`src/rtl/sc_pkg.sv`:
```
// Shared types and constants for the stochastic AND-accumulate stage.
// The optional quantizer is enabled with SC_ACC_QUANT_EN.
package sc_pkg;

  localparam int unsigned SC_N_IN    = 4;
  localparam int unsigned SC_WIN_MAX = 16;
  localparam int unsigned SC_ACC_W   = 7;
  localparam int unsigned SC_Q_W     = 4;
  localparam int unsigned SC_PC_W    = 3;
  localparam int unsigned SC_LEN_W   = 5;

  typedef enum logic [1:0] {
    IDLE  = 2'd0,
    ACC   = 2'd1,
    DRAIN = 2'd2
  } sc_acc_state_e;

  // Divide the window count by 4 and saturate to the next layer's 4-bit input range.
  function automatic logic [SC_Q_W-1:0] sc_quantize(input logic [SC_ACC_W-1:0] sum);
    logic [SC_ACC_W-3:0] sh;
    sh = sum[SC_ACC_W-1:2];
    if (sh > (SC_ACC_W-2)'(15)) return SC_Q_W'(15);
    else                        return SC_Q_W'(sh);
  endfunction

endpackage

```
`src/rtl/sc_popcnt4.sv`:
```
// Stochastic multiply (bitwise AND) of four lane pairs followed by a popcount.
module sc_popcnt4
  import sc_pkg::*;
(
  input  logic [SC_N_IN-1:0] i_a,
  input  logic [SC_N_IN-1:0] i_b,
  output logic [SC_PC_W-1:0] o_cnt_c
);

  logic [SC_N_IN-1:0] prod;

  always_comb begin
    prod    = i_a & i_b;
    o_cnt_c = SC_PC_W'(prod[0]) + SC_PC_W'(prod[1])
            + SC_PC_W'(prod[2]) + SC_PC_W'(prod[3]);
  end

endmodule

```
`src/rtl/sc_and_acc.sv`:
```
// Window accumulator turning AND-ed stochastic streams into a binary dot-product count.
// Optional output quantizer is built when SC_ACC_QUANT_EN is defined.
module sc_and_acc
  import sc_pkg::*;
(
  input  logic                i_clk_sc_acc,
  input  logic                i_rst_sc_acc,
  input  logic                i_isgen,
  input  logic                i_sn_bit [SC_N_IN-1:0],
  input  logic                i_wn_bit [SC_N_IN-1:0],
  output logic [SC_ACC_W-1:0] o_sum,
  output logic [SC_LEN_W-1:0] o_len,
  output logic                o_valid,
  output logic                o_ovf,
  output logic                o_busy,
  output logic [SC_Q_W-1:0]   o_q
);

  sc_acc_state_e       state_q, state_d;
  logic [SC_ACC_W-1:0] acc_q, acc_d;
  logic [SC_LEN_W-1:0] cnt_q, cnt_d;
  logic [SC_ACC_W-1:0] sum_q, sum_d;
  logic [SC_LEN_W-1:0] len_q, len_d;
  logic                valid_q, valid_d;
  logic                ovf_q, ovf_d;
  logic                busy_q, busy_d;

  logic [SC_N_IN-1:0]  sn_vec, wn_vec;
  logic [SC_PC_W-1:0]  pc_c;

  always_comb begin
    for (int k = 0; k < SC_N_IN; k++) begin
      sn_vec[k] = i_sn_bit[k];
      wn_vec[k] = i_wn_bit[k];
    end
  end

  sc_popcnt4 u_popcnt (
    .i_a     (sn_vec),
    .i_b     (wn_vec),
    .o_cnt_c (pc_c)
  );

  // Next-state, accumulator and result capture.
  always_comb begin
    state_d = state_q;
    acc_d   = acc_q;
    cnt_d   = cnt_q;
    sum_d   = sum_q;
    len_d   = len_q;
    ovf_d   = ovf_q;
    valid_d = 1'b0;

    unique case (state_q)
      IDLE: begin
        if (i_isgen) begin
          state_d = ACC;
          acc_d   = SC_ACC_W'(pc_c);
          cnt_d   = SC_LEN_W'(1);
        end
      end
      ACC: begin
        if (!i_isgen) begin
          sum_d   = acc_q;
          len_d   = cnt_q;
          ovf_d   = 1'b0;
          valid_d = 1'b1;
          state_d = IDLE;
        end else if (cnt_q < SC_LEN_W'(SC_WIN_MAX)) begin
          acc_d = acc_q + SC_ACC_W'(pc_c);
          cnt_d = cnt_q + SC_LEN_W'(1);
        end else begin
          // Window cut at its limit: this cycle's bits are dropped.
          sum_d   = acc_q;
          len_d   = SC_LEN_W'(SC_WIN_MAX);
          ovf_d   = 1'b1;
          valid_d = 1'b1;
          state_d = DRAIN;
        end
      end
      DRAIN: begin
        if (!i_isgen) state_d = IDLE;
      end
      default: state_d = IDLE;
    endcase

    busy_d = (state_d != IDLE);
  end

  always_ff @(posedge i_clk_sc_acc or posedge i_rst_sc_acc) begin
    if (i_rst_sc_acc) begin
      state_q <= IDLE;
      acc_q   <= '0;
      cnt_q   <= '0;
      sum_q   <= '0;
      len_q   <= '0;
      valid_q <= 1'b0;
      ovf_q   <= 1'b0;
      busy_q  <= 1'b0;
    end else begin
      state_q <= state_d;
      acc_q   <= acc_d;
      cnt_q   <= cnt_d;
      sum_q   <= sum_d;
      len_q   <= len_d;
      valid_q <= valid_d;
      ovf_q   <= ovf_d;
      busy_q  <= busy_d;
    end
  end

  assign o_sum   = sum_q;
  assign o_len   = len_q;
  assign o_valid = valid_q;
  assign o_ovf   = ovf_q;
  assign o_busy  = busy_q;

`ifdef SC_ACC_QUANT_EN
  logic [SC_Q_W-1:0] q_q, q_d;

  always_comb begin
    q_d = q_q;
    if (valid_d) q_d = sc_quantize(sum_d);
  end

  always_ff @(posedge i_clk_sc_acc or posedge i_rst_sc_acc) begin
    if (i_rst_sc_acc) q_q <= '0;
    else              q_q <= q_d;
  end

  assign o_q = q_q;
`else
  assign o_q = '0;
`endif

endmodule
```
`config.mk`:
```
export PLATFORM = sky130hd
export DESIGN_NAME = sc_and_acc
export DESIGN_NICKNAME = d
export VERILOG_FILES = /design/src/rtl/sc_pkg.sv /design/src/rtl/sc_popcnt4.sv /design/src/rtl/sc_and_acc.sv
export SDC_FILE = /design/constraint.sdc
export NUM_CORES = 1
export LEC_CHECK = 0
export BUFFER_PORTS_ARGS = -buffer_cell sky130_fd_sc_hd__clkbuf_2
export CAP_MARGIN = 20
export CORE_ASPECT_RATIO = 0.8
export CORE_MARGIN = 5
export CORE_UTILIZATION = 54
export DETAILED_ROUTE_END_ITERATION = 6
export PLACE_DENSITY_LB_ADDON = 0.12
export SLEW_MARGIN = 0
export SYNTH_ARGS = -nofsm -noshare
export SYNTH_HDL_FRONTEND = slang
export SYNTH_SLANG_ARGS = --single-unit
```
`constraint.sdc`:
```
create_clock -name i_clk_sc_acc -period 2.2 [get_ports i_clk_sc_acc]
set_clock_uncertainty 0.1 [all_clocks]
set_input_delay 0.33 -clock i_clk_sc_acc [delete_from_list [all_inputs] [get_ports i_clk_sc_acc]]
set_output_delay 0.33 -clock i_clk_sc_acc [all_outputs]
set_load 0.005 [all_outputs]
```
==> results.md <==
- Outcome: finished, violations left
- Failing checks: negative setup slack
- Yosys cell types: 42
- Sequential-to-total area share from yosys stat: 0.463
- Per-cell routed wire length: 16.3 µm
- Row cnt: 17
- CTS tree: done
- Synth area leader: dfrtp_1
- Fin. max-slew vios: 0
- Routed Antenna Nets: 0
- Post-synthesis compound-gate area fraction: 0.201
- CP Max Fanout: 2
- R2R Setup Slk: 0.36 ns
- Leak: 0.913 nW
- Largest net degree at the start of global routing: 30
- Setup Total Neg Slack: -0.295 ns
- Die width: 70.3 µm
- Final hold violation count: 0
- Core Area: 2770 µm²
- Die Y: 58.2 µm
- DIE AREA: 4090 µm²
- Initial Util: 0.567
- Largest family of logic cells by synthesized area: compound AO/OA/AOI/OAI gates
- Hold_ws: 0.205 ns
- CTS H-tree lvls: 2
- Total track usage: 0.171
- Vias per cell: 5.50
- GP Congestion: 0.832
- Fmax: 424 MHz
- Mean post-synth cell area: 12.5 µm²
- Diode count: 0
- Yosys warns: 0
- First-pass GRT wire length: 5420 µm
- Syn Inst Count: 126
- Worst vdd ir: 327 µV
- Clock transition at path regs: 0.10 ns
- Area share of the largest cell type after synthesis: 0.463
- Power per cell area: 816 nW/µm²
- Final net count: 175
- I/O pins: 30
- Most frequent cells in the layout: dfrtp_1 (29), clkbuf_2 (24), a21oi_1 (8), nand2_1 (7), mux2_4 (7)
- Vias in the first global route: 1102
- Final worst setup slack: -0.157 ns
- CP Capture Type: flop
- TritonCTS Sinks: 29
- Max-Cap Viols: 0
- Share of cells above drive strength 1: 0.433
- Commonest non-fill, non-tap cell in the layout: dfrtp_1
- Layout area overhead: 17.4%
- Skew-Pair Late Insertion Delay: 0.32 ns
- Xor and xnor area share after synthesis: 0.00558
- Total power: 0.00150 W
- #FFs+latches synth: 29
- Tightest Hold Check Type: in2reg
- Initial antenna violation count: 0
- Hold Path Depth: 3
- Post-synthesis cell area: 1570 µm²
- Grt total ovfl: 0
- CP arrival: 2.46 ns
- Largest cells by area after synthesis: dfrtp_1 (46%), mux2_4 (6.7%), ha_1 (4.8%)
- Tmin final: 2.36 ns
- Crit path required time: 2.31 ns
- # placed instances: 185
- Root Driver: clkbuf_4
- Dpl ws: -0.485 ns
- CP Launch Type: primary input
- Post-synthesis mux area share: 0.0813
- Post-Synth Adder-Cell Area: 0.0734
- Worst setup path class: in2reg
- Synth Area in Simple Gates: 0.111
- Non-Filler Instances: 195
- First-pass DRT Iterations: 4
- FF-to-FF path depth: 5
- Unrepaired setup endpoints after global routing: yes
- Final period utilization: 1.07
- Post-Route WL: 3190 µm
- Max Buffers Root-to-Sink: 2
- IO buf count: 25
- DPL Wire Length: 2340 µm
- Total number of vias: 1073
- CTS Buf Count: 5
- Violation count after the first detailed-routing iteration: 101
- Residual DRC: 0
- Final setup violation count: 4
==> synth_stat cells (all sizes together) <==
| master | number |
|---|---|
| a21oi | 9 |
| and3 | 3 |
| or2b | 1 |
| nor3b | 1 |
| mux2 | 9 |
| fa | 2 |
| nand2 | 7 |
| o211ai | 2 |
| a31oi | 9 |
| ha | 6 |
| nor2 | 2 |
| and2b | 1 |
| and2 | 6 |
| a41oi | 1 |
| conb | 1 |
| and4bb | 1 |
| a21o | 4 |
| nor2b | 2 |
| nand2b | 1 |
| nand4 | 2 |
| buf | 9 |
| xor2 | 1 |
| a211o | 1 |
| or2 | 1 |
| a31o | 1 |
| inv | 5 |
| or3 | 1 |
| o21ai | 3 |
| dfrtp | 29 |
| a22o | 5 |
==> repair_timing <==
item | 4_1_cts | 5_1_grt
buffers inserted | 0 | 1
gates resized for setup | 0 | 2
hold buffers | 1 | 0
endpoints found under the hold margin | 29 | 0
pin swaps | 3 | 4
setup endpoints to repair | 3 | 5
==> cell type report <==
class / count / area [µm²]
clock buffers: 6 / 41.3
clock inverters: 2 / 10.0
fillers: 214 / 923
inverters: 5 / 18.8
multi-input cells: 86 / 835
flip-flops and latches: 29 / 726
well taps: 38 / 47.5
repair buffers: 29 / 164
==> kinds of logic (layout without fill, tap and decap cells) <==
kind of cell    count (synthesis)  count (layout)
compound gates                 35              35
fa+ha+maj                       8               8
mux                             9               9
xor+xnor                        1               1
buf+inv                        14              42
simple gates                   29              29
flops                          29              29
other cells                     1               4
==> where the power goes <==
| group | switching, W | total [W] | internal (W) |
|---|---|---|---|
| clock network | 0.000185 | 0.000307 | 0.000122 |
| registers | 0.000112 | 0.000746 | 0.000634 |
| logic | 0.000196 | 0.000449 | 0.000254 |
==> final timing paths <==
path	endpoint	startpoint
worst max-delay path	acc_q[2]$_DFFE_PP0P_	i_sn_bit[0]
worst min-delay path	state_q[1]$_DFF_PP0_	i_isgen
worst max register to register	acc_q[2]$_DFFE_PP0P_	acc_q[0]$_DFFE_PP0P_
worst min register to register	o_sum[5]$_DFFE_PP0P_	o_sum[5]$_DFFE_PP0P_
max in group asynchronous	acc_q[3]$_DFFE_PP0P_	i_rst_sc_acc
min in group asynchronous	state_q[1]$_DFF_PP0_	i_rst_sc_acc
==> sequential cells by signal, summed over array words and instances (netlist names) <==
signal and cells:
acc_q 7, o_sum 7, cnt_q 5, o_len 5, state_q 2, o_busy 1
o_ovf 1, o_valid 1
==> stage by stage <==
step / instance area (µm²) / util
5_1_grt: 1840 / 0.666
6_report: 1840 / 0.666
4_1_cts: 1820 / 0.659
3_5_place_dp: 1760 / 0.637
3_3_place_gp: 1760 / 0.637
2_1_floorplan: 1650 / -
==> routing by layer <==
layer,vias up,global-route usage,share of wire
met5,-,0,0
li1,509,-,-
met1,526,0.227,0.45
met3,4,0.0381,0.046
met2,34,0.280,0.49
met4,0,0.0574,0.013
==> worst max-delay path, stage by stage <==
cell    delay, ns
buf_6        0.09
and2_4       0.15
ha_4         0.26
fa_2         0.46
ha_4         0.18
fa_2         0.35
xor2_1       0.15
mux2_4       0.25
mux2_4       0.25
Power figures use the tool's default switching activity.
